===== config.mk =====
export PLATFORM = sky130hd
export DESIGN_NAME = vga_monitor
export DESIGN_NICKNAME = d
export VERILOG_FILES = /design/src/rtl/vga_pkg.sv /design/src/rtl/vga_mon_sig.sv /design/src/rtl/vga_monitor.sv
export SDC_FILE = /design/constraint.sdc
export NUM_CORES = 1
export LEC_CHECK = 0
export BUFFER_PORTS_ARGS = -buffer_cell sky130_fd_sc_hd__buf_2
export CAP_MARGIN = 20
export CORE_MARGIN = 3
export CORE_UTILIZATION = 45
export DETAILED_ROUTE_END_ITERATION = 10
export GPL_TIMING_DRIVEN = 1
export MAX_ROUTING_LAYER = met4
export SYNTH_ARGS = -nofsm -noshare
export SYNTH_HDL_FRONTEND = slang
export SYNTH_SLANG_ARGS = --single-unit

===== constraint.sdc =====
create_clock -name CLOCK_50 -period 4.2 [get_ports CLOCK_50]
set_clock_uncertainty 0.05 [all_clocks]
set_input_delay 0.84 -clock CLOCK_50 [delete_from_list [all_inputs] [get_ports CLOCK_50]]
set_output_delay 0.84 -clock CLOCK_50 [all_outputs]
set_load 0.02 [all_outputs]

===== src/rtl/vga_pkg.sv =====
// Shared timing defaults, error-bit map, monitor FSM states and signature helpers
// for the vga_monitor checker.
package vga_pkg;

    localparam int unsigned H_TOTAL_DEF  = 800;
    localparam int unsigned H_ACTIVE_DEF = 640;
    localparam int unsigned H_SYNC_DEF   = 96;
    localparam int unsigned V_TOTAL_DEF  = 525;
    localparam int unsigned V_ACTIVE_DEF = 480;
    localparam int unsigned V_SYNC_DEF   = 2;

    localparam int unsigned ERR_HTOT = 0;
    localparam int unsigned ERR_HSW  = 1;
    localparam int unsigned ERR_HACT = 2;
    localparam int unsigned ERR_VTOT = 3;
    localparam int unsigned ERR_VSW  = 4;
    localparam int unsigned ERR_VACT = 5;
    localparam int unsigned ERR_W    = 6;

    localparam logic [31:0] CRC_POLY = 32'h04C1_1DB7;

    typedef enum logic [1:0] {
        SEARCH,
        MEASURE,
        LOCKED
    } mon_state_t;

    // MSB-first CRC-32 over one 24-bit RGB word.
    function automatic logic [31:0] crc32_step24(input logic [31:0] crc, input logic [23:0] data);
        logic [31:0] c;
        c = crc;
        for (int unsigned i = 0; i < 24; i++) begin
            if (c[31] ^ data[23 - i]) c = {c[30:0], 1'b0} ^ CRC_POLY;
            else                      c = {c[30:0], 1'b0};
        end
        return c;
    endfunction

endpackage


===== src/rtl/vga_mon_sig.sv =====
// Active-pixel signature register. VGA_MON_CRC_EN selects CRC-32, otherwise
// a rotate-left/XOR accumulator.
module vga_mon_sig
    import vga_pkg::*;
(
    input  logic        clk,
    input  logic        clear,
    input  logic        enable,
    input  logic [23:0] data,
    output logic [31:0] sig
);

`ifdef VGA_MON_CRC_EN
    localparam logic [31:0] SIG_INIT = '1;
`else
    localparam logic [31:0] SIG_INIT = '0;
`endif

    logic [31:0] sig_next;

    always_comb begin
`ifdef VGA_MON_CRC_EN
        sig_next = crc32_step24(sig, data);
`else
        sig_next = {sig[30:0], sig[31]} ^ {8'h00, data};
`endif
    end

    always_ff @(posedge clk) begin
        if (clear)       sig <= SIG_INIT;
        else if (enable) sig <= sig_next;
    end

endmodule


===== src/rtl/vga_monitor.sv =====
// Checks the VGA_* pin bundle against 640x480@60 geometry; reports per-frame
// errors, lock, frame count and active-pixel signature (VGA_MON_CRC_EN: CRC-32).
module vga_monitor
    import vga_pkg::*;
#(
    parameter int unsigned H_TOTAL  = H_TOTAL_DEF,
    parameter int unsigned H_ACTIVE = H_ACTIVE_DEF,
    parameter int unsigned H_SYNC   = H_SYNC_DEF,
    parameter int unsigned V_TOTAL  = V_TOTAL_DEF,
    parameter int unsigned V_ACTIVE = V_ACTIVE_DEF,
    parameter int unsigned V_SYNC   = V_SYNC_DEF
) (
    input  logic        CLOCK_50,
    input  logic        reset,
    input  logic        VGA_CLK,
    input  logic        VGA_HS,
    input  logic        VGA_VS,
    input  logic        VGA_BLANK_N,
    input  logic [7:0]  VGA_R,
    input  logic [7:0]  VGA_G,
    input  logic [7:0]  VGA_B,
    output logic        locked,
    output logic        frame_done,
    output logic [5:0]  frame_err,
    output logic [5:0]  sticky_err,
    output logic [15:0] frame_count,
    output logic [31:0] frame_sig
);

    localparam logic [10:0] H_TOT_L = 11'(H_TOTAL);
    localparam logic [10:0] H_ACT_L = 11'(H_ACTIVE);
    localparam logic [10:0] H_SYN_L = 11'(H_SYNC);
    localparam logic [9:0]  V_TOT_L = 10'(V_TOTAL);
    localparam logic [9:0]  V_ACT_L = 10'(V_ACTIVE);
    localparam logic [9:0]  V_SYN_L = 10'(V_SYNC);

    logic        vga_clk_q, hs_q, vs_q;
    logic        pix_en, hs_fall, hs_rise, vs_fall;
    logic [10:0] h_cnt, hs_low, h_act;
    logic [9:0]  v_cnt, v_act, vs_lines;
    logic [9:0]  v_cnt_cl, v_act_cl, vs_lines_cl;
    logic [5:0]  err_acc, line_err, frame_err_nxt;
    logic        good_cnt, good_cnt_nxt, frame_close, clean;
    logic [31:0] sig;
    mon_state_t  state, state_nxt;

    assign pix_en  = VGA_CLK & ~vga_clk_q;
    assign hs_fall = pix_en & hs_q & ~VGA_HS;
    assign hs_rise = pix_en & ~hs_q & VGA_HS;
    assign vs_fall = pix_en & vs_q & ~VGA_VS;

    // Closing-frame vertical values include a line whose HS fall coincides with the VS fall.
    always_comb begin
        line_err = '0;
        if (hs_fall && h_cnt != H_TOT_L)                  line_err[ERR_HTOT] = 1'b1;
        if (hs_fall && h_act != '0 && h_act != H_ACT_L)   line_err[ERR_HACT] = 1'b1;
        if (hs_rise && hs_low != H_SYN_L)                 line_err[ERR_HSW]  = 1'b1;

        v_cnt_cl    = v_cnt + {9'd0, hs_fall};
        v_act_cl    = v_act + {9'd0, hs_fall && h_act != '0};
        vs_lines_cl = vs_lines + {9'd0, hs_fall && !VGA_VS};

        frame_err_nxt = err_acc | line_err;
        if (v_cnt_cl != V_TOT_L)    frame_err_nxt[ERR_VTOT] = 1'b1;
        if (vs_lines_cl != V_SYN_L) frame_err_nxt[ERR_VSW]  = 1'b1;
        if (v_act_cl != V_ACT_L)    frame_err_nxt[ERR_VACT] = 1'b1;
        clean = (frame_err_nxt == '0);
    end

    always_comb begin
        state_nxt    = state;
        good_cnt_nxt = good_cnt;
        frame_close  = 1'b0;
        if (vs_fall) begin
            unique case (state)
                SEARCH: begin
                    state_nxt    = MEASURE;
                    good_cnt_nxt = 1'b0;
                end
                MEASURE: begin
                    frame_close = 1'b1;
                    if (!clean)        good_cnt_nxt = 1'b0;
                    else if (good_cnt) state_nxt    = LOCKED;
                    else               good_cnt_nxt = 1'b1;
                end
                LOCKED: begin
                    frame_close = 1'b1;
                    if (!clean) begin
                        state_nxt    = MEASURE;
                        good_cnt_nxt = 1'b0;
                    end
                end
                default: state_nxt = SEARCH;
            endcase
        end
    end

    always_ff @(posedge CLOCK_50) begin
        if (reset) begin
            vga_clk_q   <= 1'b0;
            hs_q        <= 1'b0;
            vs_q        <= 1'b0;
            h_cnt       <= '0;
            hs_low      <= '0;
            h_act       <= '0;
            v_cnt       <= '0;
            v_act       <= '0;
            vs_lines    <= '0;
            err_acc     <= '0;
            state       <= SEARCH;
            good_cnt    <= 1'b0;
            locked      <= 1'b0;
            frame_done  <= 1'b0;
            frame_err   <= '0;
            sticky_err  <= '0;
            frame_count <= '0;
            frame_sig   <= '0;
        end else begin
            vga_clk_q  <= VGA_CLK;
            state      <= state_nxt;
            good_cnt   <= good_cnt_nxt;
            frame_done <= frame_close;
            locked     <= (state_nxt == LOCKED);
            if (frame_close) begin
                frame_err   <= frame_err_nxt;
                frame_sig   <= sig;
                sticky_err  <= sticky_err | frame_err_nxt;
                frame_count <= frame_count + 16'd1;
            end
            if (pix_en) begin
                hs_q   <= VGA_HS;
                vs_q   <= VGA_VS;
                h_cnt  <= hs_fall ? 11'd1 : h_cnt + 11'd1;
                hs_low <= VGA_HS ? '0 : hs_low + 11'd1;
                h_act  <= (hs_fall ? '0 : h_act) + {10'd0, VGA_BLANK_N};
                if (vs_fall) begin
                    v_cnt    <= '0;
                    v_act    <= '0;
                    vs_lines <= '0;
                    err_acc  <= '0;
                end else begin
                    v_cnt    <= v_cnt_cl;
                    v_act    <= v_act_cl;
                    vs_lines <= vs_lines_cl;
                    if (state != SEARCH) err_acc <= err_acc | line_err;
                end
            end
        end
    end

    vga_mon_sig u_sig (
        .clk    (CLOCK_50),
        .clear  (reset | vs_fall),
        .enable (pix_en & VGA_BLANK_N),
        .data   ({VGA_R, VGA_G, VGA_B}),
        .sig    (sig)
    );

endmodule


==> run_results.csv, run 1 <==
group,metric,value,unit
clock_tree,post-cts-setup-buffers,0,
synthesis,synth_ff_type,"dfxtp_1",
final_layout,nFillCells,1557,
route,wirelength,17.0,mm
sta,post-route-period-util,0.889,
power_and_ir_drop,p_sw,0.000781,W
sta,maxSlewViolCount,0,
synthesis,ys.warnings.count,0,
floorplan,initial_core_util,0.465,
power_and_ir_drop,powerDensity,373,nW/um2
synthesis,synth-seq-cells,166,
setup_path,start_kind,"flip-flop",
setup_path,cp.required,4.45,ns
grt,gr-total-overflow,0,
job,max_cap_viol_count,0,
power_and_ir_drop,p_comb_frac,0.049,
placed_design,gp_congestion,0.858,
placed_design,placedCellCount,1179,
power_and_ir_drop,internal_power,0.00244,W
synthesis,synth_area_leaders,"dfxtp_1 44%, nand2_1 7.4%, nor2_1 6.3%, a21oi_1 5.6%, xnor2_1 4.7%",
clock_tree,cts_hold_buf,0,
clock_tree,clkSinkCount,166,
grt,grtUsageTotal,0.196,
sta,slew_headroom,0.336,
route,drtIter0Drc,368,
final_layout,diodes,0,
route,dr.pass1.iters,4,
grt,grt_max_degree,86,
floorplan,dieArea,18200,um2
setup_path,endpoint_kind,"flip-flop",
final_layout,final_cells,1211,
clock_tree,path_clk_slew,0.06,ns
outcome,status,"finished, final reports clean",
route,postRouteAntennaNets,0,
setup_path,critPathMaxFanout,6,
synthesis,netlist_instances,910,
synthesis,synth_commonest_cells,"166 x dfxtp_1, 147 x nand2_1, 125 x nor2_1",
synthesis,synth-edff-count,0,
sta,rsz0062_at_grt,"no",
clock_tree,h-tree-depth,4,
synthesis,synth_seq_area_share,0.445,
final_layout,synthToLayoutAreaGrowth,15.6,%
sta,setup_violations,0,
power_and_ir_drop,ir_drop,0.000254,V
synthesis,synthesis.nets,958,
setup_path,crit_type,"reg -> reg",
setup_path,crit_path_cell_trace,"nor4_1 > nand2_1 > o31a_1 > ha_1 > ha_1 > nor3_1 > or4b_4 > a211oi_2 > or4b_4 > o41ai_2 > a221oi_1",
route,drt-wirelength-per-cell,14.1,um
clock_tree,insertion_delay,0.42,ns
placed_design,dp_hpwl,11.4,mm
synthesis,async_reset_ff_frac,0,
placed_design,port_buffers,91,
route,via_count,6397,
floorplan,die-height,135,um
sta,max_freq,268,MHz
grt,grt_pass1_wl,28.6,mm
grt,first_global_vias,5804,
grt,antenna_found_initial,0,
final_layout,drive_gt1_frac,0.158,
clock_tree,cts_buffers,17,
synthesis,yosysMostFrequentCell,"dfxtp_1",
floorplan,io_pins,92,
power_and_ir_drop,p_total,0.00322,W
clock_tree,cts_resized,0,
synthesis,synth_top_area_frac,0.445,
synthesis,yosysUniqueCellTypes,62,
floorplan,core_area,16100,um2
floorplan,die_w,135,um
sta,fin_tns_setup,0,ns
route,viasPerCell,5.28,
route,drc,0,
power_and_ir_drop,clockPowerShare,0.449,
setup_path,critPathSlowestCell,"or4b_4",
setup_path,cp.arrival,3.98,ns
clock_tree,cts_buffer_depth,2,
sta,timing.hold.ws,0.400,ns
sta,hold_viol,0,
synthesis,synth_top_area_cell,"dfxtp_1",
clock_tree,root_buffer,"clkbuf_16",
power_and_ir_drop,p_leak,3.27,nW
clock_tree,cts_tree,"done",
sta,period_needed,3.73,ns
final_layout,final_util,0.538,
setup_path,max_stage_delay,0.52,ns
power_and_ir_drop,seqPwrFrac,0.502,
synthesis,syn_area,7470,um2
final_layout,finalNetCount,1030,
power_and_ir_drop,netSwitchingFraction,0.242,
floorplan,rows,46,
worst_hold_path,min_path_type,"reg -> reg",
sta,tightest_slew,0.997,ns
synthesis,syn_avg_cell_area,8.21,um2
-- power groups by stage --
stage          combinational (W)  sequential, W  clock (W)
2_1_floorplan           0.000111        0.00165          0
3_3_place_gp            0.000160        0.00165          0
3_5_place_dp            0.000160        0.00165          0
4_1_cts                 0.000161        0.00162    0.00148
5_1_grt                 0.000179        0.00162    0.00154
6_report                0.000159        0.00162    0.00145
-- cell type report --
cell class	instances	area (um2)	share of cell area
Multi-Input combinational cell	681	3900	0.452
Sequential cell	166	3320	0.385
Timing Repair Buffer	102	541	0.0626
Clock buffer	21	450	0.0522
Tap cell	216	270	0.0313
Clock inverter	11	92.6	0.0107
Inverter	14	52.6	0.00609
-- final timing paths --
path,endpoint,slack (ns),depth (start not counted),startpoint
setup / recovery,state[0],0.47,11,h_act[3]
hold / removal,frame_err[5],0.40,2,frame_err[5]
setup reg to reg,state[0],0.47,11,h_act[3]
hold reg to reg,frame_err[5],0.40,2,frame_err[5]
-- worst max-delay path: cells and delay by family (launching register included) --
family	cells	cell delay, ns
and+or+nand+nor	5	1.80
AOI/OAI and AO/OA	4	0.92
adders and majority gates	2	0.49
DFF	1	0.34
-- routing by layer --
metal  vias up  routed length, um  track usage
met5         -                  0            -
met4         0                100       0.0469
met3         9                686       0.0399
met2       108               7810        0.305
met1      2981               8450        0.265
li1       3299                  -            -
-- through the flow --
step	instance area [um2]	worst slack [ns]
floorplan	7470	0.285
detailed placement	8090	0.292
finish	8630	0.467
global route	8630	0.244
global placement	8090	0.321
CTS	8630	0.470
-- flip-flops by register name (all words and copies together) (netlist names), 2 cells and up --
register     count
u_sig.sig       32
h_act           11
frame_count     16
v_act           10
state            2
sticky_err       6
hs_low          11
vs_lines        10
frame_sig       32
err_acc          3
v_cnt           10
frame_err        6
h_cnt           11
-- layout by cell type (no fill, tap or decap), types with 3 or more instances in the layout --
master / n
nor4_1: 10
a31oi_1: 10
nor4b_1: 3
nor2_1: 125
xor2_1: 28
nand2_1: 147
and4_1: 5
and2_2: 3
and3_1: 14
o21ai_0: 30
or3_1: 3
dfxtp_1: 166
inv_1: 13
a22oi_1: 9
nand2b_1: 3
a211oi_1: 26
xnor2_1: 40
clkbuf_1: 3
buf_2: 90
a21oi_1: 83
nand3b_1: 4
and2_1: 5
buf_4: 12
clkbuf_16: 17
nand3_1: 29
inv_6: 3
nand4_1: 18
clkinv_4: 3
a211o_2: 3
nor3_1: 21
ha_1: 18
-- cell families after synthesis --
kind of cell / Yosys count / synth area share
xor gates and xnor gates: 68 / 0.0797
and+or+nand+nor: 411 / 0.258
AOI/OAI and AO/OA: 184 / 0.154
buffers and inverters: 63 / 0.0332
DFF: 166 / 0.445
adders and majority gates: 18 / 0.0302
(Power assumes the default switching activity.)
==> inputs of run 2 (changes only) <==
--- a/config.mk
+++ b/config.mk
@@ -7,11 +7,14 @@
 export LEC_CHECK = 0
 export BUFFER_PORTS_ARGS = -buffer_cell sky130_fd_sc_hd__buf_2
 export CAP_MARGIN = 20
+export CELL_PAD_IN_SITES_DETAIL_PLACEMENT = 1
+export CELL_PAD_IN_SITES_GLOBAL_PLACEMENT = 1
 export CORE_MARGIN = 3
-export CORE_UTILIZATION = 45
+export CORE_UTILIZATION = 43
 export DETAILED_ROUTE_END_ITERATION = 10
 export GPL_TIMING_DRIVEN = 1
 export MAX_ROUTING_LAYER = met4
+export PLACE_DENSITY_LB_ADDON = 0.1
 export SYNTH_ARGS = -nofsm -noshare
 export SYNTH_HDL_FRONTEND = slang
 export SYNTH_SLANG_ARGS = --single-unit
==> run 2 against run 1 <==
Combinational power about the same. Non-clock buffer count down 1. Die area up 4.4%. Critical endpoint unchanged. Sequential power about the same. Final area up 0.35%. Largest cell class unchanged. Power up 3.1%. First-iteration DRC count up 3.8%. Highest routed layer unchanged. Count of clock-buffer cells in the layout unchanged. Utilization down 2.3 points.
==> run_results.csv, run 2 (synthesized netlist as in run 1, its figures left out) <==
group,metric,value,unit
route,drc,0,
setup_path,path_buf_inv,0,
route,wirelength,19.6,mm
route,drtIter0Drc,382,
placed_design,gp_congestion,0.833,
power_and_ir_drop,powerDensity,383,nW/um2
floorplan,rows,47,
final_layout,finalNetCount,1029,
clock_tree,cts_buffers,17,
power_and_ir_drop,ir_drop,0.000320,V
final_layout,final_common_cell,"dfxtp_1",
grt,grt_busiest_layer,"met2",
floorplan,dieArea,19000,um2
clock_tree,post-cts-setup-buffers,0,
setup_path,critPathMaxFanout,6,
sta,setup_violations,0,
grt,grt_max_degree,61,
clock_tree,cts_resized,0,
worst_hold_path,min_path_type,"reg -> reg",
power_and_ir_drop,p_total,0.00332,W
sta,timing.hold.ws,0.402,ns
grt,grt_use_met2,0.345,
placed_design,port_buffers,91,
sta,fin_ws,0.432,ns
setup_path,cp.required,4.41,ns
route,dr.pass1.iters,4,
sta,slew_headroom,0.341,
outcome,status,"finished, final reports clean",
setup_path,crit_path_cell_trace,"nor4_1 > nand2_1 > o31a_1 > ha_1 > ha_1 > nor3_1 > or4b_4 > a211oi_2 > or4b_4 > o41ai_2 > a221oi_1",
clock_tree,path_clk_slew,0.07,ns
route,drt-wirelength-per-cell,16.2,um
sta,rsz0062_at_grt,"no",
setup_path,cpLargestDelayFamily,"simple AND/OR/NAND/NOR gates",
placed_design,dp_hpwl,13.3,mm
grt,grtUsageTotal,0.216,
final_layout,reg_top3,"frame_sig (32), u_sig.sig (32), frame_count (16)",
clock_tree,cts_tree,"done",
setup_path,critPathSlowestCell,"or4b_4",
grt,use_met3,0.0413,
route,postRouteAntennaNets,0,
setup_path,crit_type,"reg -> reg",
clock_tree,cts_hold_buf,0,
grt,first_global_vias,6409,
sta,period_needed,3.77,ns
floorplan,io_pins,92,
grt,grt_pass1_wl,32.2,mm
clock_tree,cts_buffer_depth,2,
sta,tightest_slew,0.989,ns
clock_tree,root_buffer,"clkbuf_16",
final_layout,synthToLayoutAreaGrowth,16.0,%
grt,antenna_found_initial,0,
placed_design,pre_cts_ws,0.332,ns
route,viasPerCell,5.43,
setup_path,max_stage_delay,0.52,ns
grt,use_met1,0.283,
clock_tree,insertion_delay,0.42,ns
setup_path,cp.arrival,3.98,ns
final_layout,diodes,0,
floorplan,die-height,138,um
sta,hold_viol,0,
floorplan,core_area,16800,um2
job,max_cap_viol_count,0,
sta,maxSlewViolCount,0,
clock_tree,h-tree-depth,4,
sta,post-route-period-util,0.897,
floorplan,initial_core_util,0.444,
power_and_ir_drop,p_leak,3.26,nW
final_layout,drive_gt1_frac,0.157,
grt,gr-total-overflow,0,
sta,max_freq,265,MHz
setup_path,endpoint_kind,"flip-flop",
clock_tree,clkSinkCount,166,
setup_path,start_kind,"flip-flop",
floorplan,die_w,138,um
final_layout,layout_common_cells,"166 x dfxtp_1, 147 x nand2_1, 125 x nor2_1, 90 x buf_2, 83 x a21oi_1",
sta,fin_tns_setup,0,ns
route,via_count,6589,
==> run 2: cell types whose count changed in the layout (fill, tap and decap cells not counted) <==
cell	previous run	this run
buf_4	12	11
clkinv_4	3	1
bufinv_16	0	2
inv_6	3	1
inv_8	2	0
clkinvlp_4	1	5
==> run 2: per-stage QoR <==
stage | cell area, um2 | utilization | cells
2_1_floorplan | 7470 | - | 910
3_3_place_gp | 8090 | 0.481 | 1182
3_5_place_dp | 8090 | 0.481 | 1182
4_1_cts | 8660 | 0.515 | 1214
5_1_grt | 8660 | 0.515 | 1214
6_report | 8660 | 0.515 | 1214
==> run 2: worst paths after layout <==
check / startpoint / end / slack [ns] / cells past startpoint
min reg2reg: frame_sig[7] / frame_sig[7] / 0.40 / 2
max: h_act[3] / state[0] / 0.43 / 11
max reg2reg: h_act[3] / state[0] / 0.43 / 11
min: frame_sig[7] / frame_sig[7] / 0.40 / 2
==> run 2: cell type report <==
cell class | instances | area, um2
fill | 2075 | 8160
multi-input combinational | 681 | 3900
sequential | 166 | 3320
timing repair buffer | 101 | 533
clock buffer | 21 | 450
tap | 220 | 275
clock inverter | 11 | 125
inverter | 14 | 52.6
==> run 2: per-layer routing <==
metal,vias up,part of all wire
met4,0,0.013
met1,3179,0.48
met5,-,0
met2,90,0.47
met3,20,0.033
li1,3300,-
==> run 2: worst min-delay path, cell delays in order, from the launching register on <==
cell	delay (ns)
dfxtp_1	0.31
nand2_1	0.05
a21oi_1	0.05
==> run 2: power by group <==
group | switching [W] | internal (W) | total, W
sequential | 0.0000221 | 0.00160 | 0.00162
clock | 0.000651 | 0.000892 | 0.00154
combinational | 0.000104 | 0.0000580 | 0.000162
==> inputs of run 3 (changes only) <==
==> constraint.sdc (replaced) <==
create_clock -name CLOCK_50 -period 4.1 [get_ports CLOCK_50]
set_clock_uncertainty 0.05 [all_clocks]
set_input_delay 0.82 -clock CLOCK_50 [delete_from_list [all_inputs] [get_ports CLOCK_50]]
set_output_delay 0.82 -clock CLOCK_50 [all_outputs]
set_load 0.02 [all_outputs]
==> run 3 against run 2 <==
Final area decreased by 0.26%. Setup slack worse by 0.14 ns. Via count about the same. Count of clock-buffer cells in the layout fell by 4. Clock power hardly changed. Critical path depth stayed put. Flip-flop and latch count is the same. Register-to-register slack got worse by 0.14 ns. Utilization fell by 0.13 points. Non-clock buffer count increased by 1. Hold slack better by 0.0016 ns. Die area unchanged. Critical endpoint is now good_cnt. Largest power group unchanged.
==> run_results.csv, run 3 (synthesized netlist as in run 1, its figures left out) <==
group,metric,value,unit
power_and_ir_drop,netSwitchingFraction,0.256,
clock_tree,path_clk_slew,0.07,ns
setup_path,max_stage_delay,0.53,ns
route,viasPerCell,5.42,
grt,gr-total-overflow,0,
grt,first_global_vias,6507,
job,max_cap_viol_count,0,
floorplan,rows,47,
power_and_ir_drop,clockPowerShare,0.453,
final_layout,layout_common_cells,"166 x dfxtp_1, 147 x nand2_1, 125 x nor2_1, 90 x buf_2, 83 x a21oi_1",
clock_tree,h-tree-depth,4,
worst_hold_path,min_path_type,"reg -> reg",
grt,grt_max_degree,57,
placed_design,placedCellCount,1183,
sta,tightest_slew,0.997,ns
route,postRouteAntennaNets,0,
final_layout,finalNetCount,1030,
clock_tree,cts_buffer_depth,2,
final_layout,multiInputGateArea,3900,um2
setup_path,rr_worst_depth,11,
setup_path,r2r-start,"h_act[3]",
setup_path,cp.required,4.42,ns
grt,grt_pass1_wl,32.3,mm
route,wirelength,19.5,mm
placed_design,port_buffers,91,
route,dr.pass1.iters,4,
floorplan,initial_core_util,0.444,
sta,maxSlewViolCount,0,
clock_tree,cts_hold_buf,0,
final_layout,reg_top3,"frame_sig (32), u_sig.sig (32), frame_count (16)",
final_layout,final_util,0.514,
worst_hold_path,hold_depth,2,
setup_path,crit_path_cell_trace,"nor4_1 > nand2_1 > o31a_1 > ha_1 > ha_1 > nor3_1 > or4b_4 > a211oi_2 > or4b_4 > a2111oi_1 > a31o_1",
clock_tree,root_buffer,"clkbuf_16",
floorplan,dieArea,19000,um2
route,via_count,6588,
setup_path,reg2reg_to,"good_cnt",
clock_tree,cts_buffers,17,
clock_tree,insertion_delay,0.43,ns
grt,grtUsageTotal,0.217,
floorplan,io_pins,92,
power_and_ir_drop,seqPwrFrac,0.496,
final_layout,ff_latch_area,3320,um2
clock_tree,clkSinkCount,166,
floorplan,die-height,138,um
sta,max_freq,263,MHz
power_and_ir_drop,ir_drop,0.000305,V
sta,fin_tns_setup,0,ns
final_layout,final_common_cell,"dfxtp_1",
route,drc,0,
setup_path,critPathSlowestCell,"or4b_4",
placed_design,dp_hpwl,13.1,mm
sta,hold_viol,0,
worst_hold_path,min_to,"frame_sig[8]",
clock_tree,cts_resized,0,
final_layout,final_cells,1215,
power_and_ir_drop,p_leak,3.27,nW
outcome,status,"finished, final reports clean",
final_layout,drive_gt1_frac,0.161,
sta,post-route-period-util,0.928,
sta,slew_headroom,0.336,
setup_path,start_kind,"flip-flop",
route,drt-wirelength-per-cell,16.0,um
placed_design,gp_congestion,0.799,
grt,antenna_found_initial,0,
setup_path,crit_type,"reg -> reg",
sta,rsz0062_at_grt,"no",
floorplan,die_w,138,um
clock_tree,cts_tree,"done",
final_layout,nFillCells,2107,
setup_path,cp.arrival,4.13,ns
setup_path,critPathMaxFanout,6,
final_layout,diodes,0,
clock_tree,post-cts-setup-buffers,0,
power_and_ir_drop,p_comb_frac,0.050,
route,drtIter0Drc,313,
sta,setup_violations,0,
worst_hold_path,min_from,"frame_sig[8]",
power_and_ir_drop,p_sw,0.000853,W
power_and_ir_drop,powerDensity,386,nW/um2
setup_path,endpoint_kind,"flip-flop",
power_and_ir_drop,internal_power,0.00248,W
sta,period_needed,3.81,ns
final_layout,synthToLayoutAreaGrowth,15.7,%
setup_path,r2r_slack,0.29,ns
floorplan,core_area,16800,um2
==> run 3: power groups by stage <==
stage	combinational, W	clock [W]	sequential [W]
2_1_floorplan	0.000114	0	0.00169
6_report	0.000167	0.00151	0.00166
5_1_grt	0.000190	0.00162	0.00166
4_1_cts	0.000171	0.00155	0.00166
3_5_place_dp	0.000168	0	0.00169
3_3_place_gp	0.000164	0	0.00169
==> run 3: worst max-delay path by stage <==
stage	cells after the start	slack [ns]	end	startpoint
after detailed placement	12	0.17	state[0]	VGA_HS
after global placement	12	0.28	state[0]	VGA_HS
after floorplan	12	0.21	state[0]	VGA_HS
after global routing	11	0.06	state[0]	h_act[3]
after CTS	11	0.29	state[0]	h_act[3]
final	11	0.29	good_cnt	h_act[3]
==> run 3: routing by layer <==
metal | vias to the layer above | routed length, um | global-route usage
met4 | 0 | 217 | 0.0609
li1 | 3294 | - | -
met5 | - | 0 | -
met1 | 3191 | 9610 | 0.285
met2 | 85 | 9020 | 0.342
met3 | 18 | 610 | 0.0438
==> run 3: critical path: cells and delay by family, from the launching register on <==
| kind | cells | cell delay (ns) |
|---|---|---|
| AOI/OAI and AO/OA | 4 | 1.04 |
| adders and majority gates | 2 | 0.49 |
| DFF | 1 | 0.35 |
| and+or+nand+nor | 5 | 1.82 |
==> run 3: metrics by stage <==
step           setup WS, ns  power, W  hold WS (ns)  instance area (um2)
2_1_floorplan         0.205   0.00180         0.386                 7470
3_5_place_dp          0.171   0.00186         0.395                 8100
3_3_place_gp          0.284   0.00186         0.391                 8100
6_report              0.294   0.00334         0.403                 8640
4_1_cts               0.285   0.00338         0.404                 8640
5_1_grt              0.0559   0.00347         0.428                 8640
==> run 3: cell type report <==
cell class | instances | share of cell area
Clock inverter | 15 | 0.0139
Inverter | 14 | 0.00608
Sequential cell | 166 | 0.385
Tap cell | 220 | 0.0319
Clock buffer | 17 | 0.0492
Multi-Input combinational cell | 681 | 0.452
Timing Repair Buffer | 102 | 0.0626
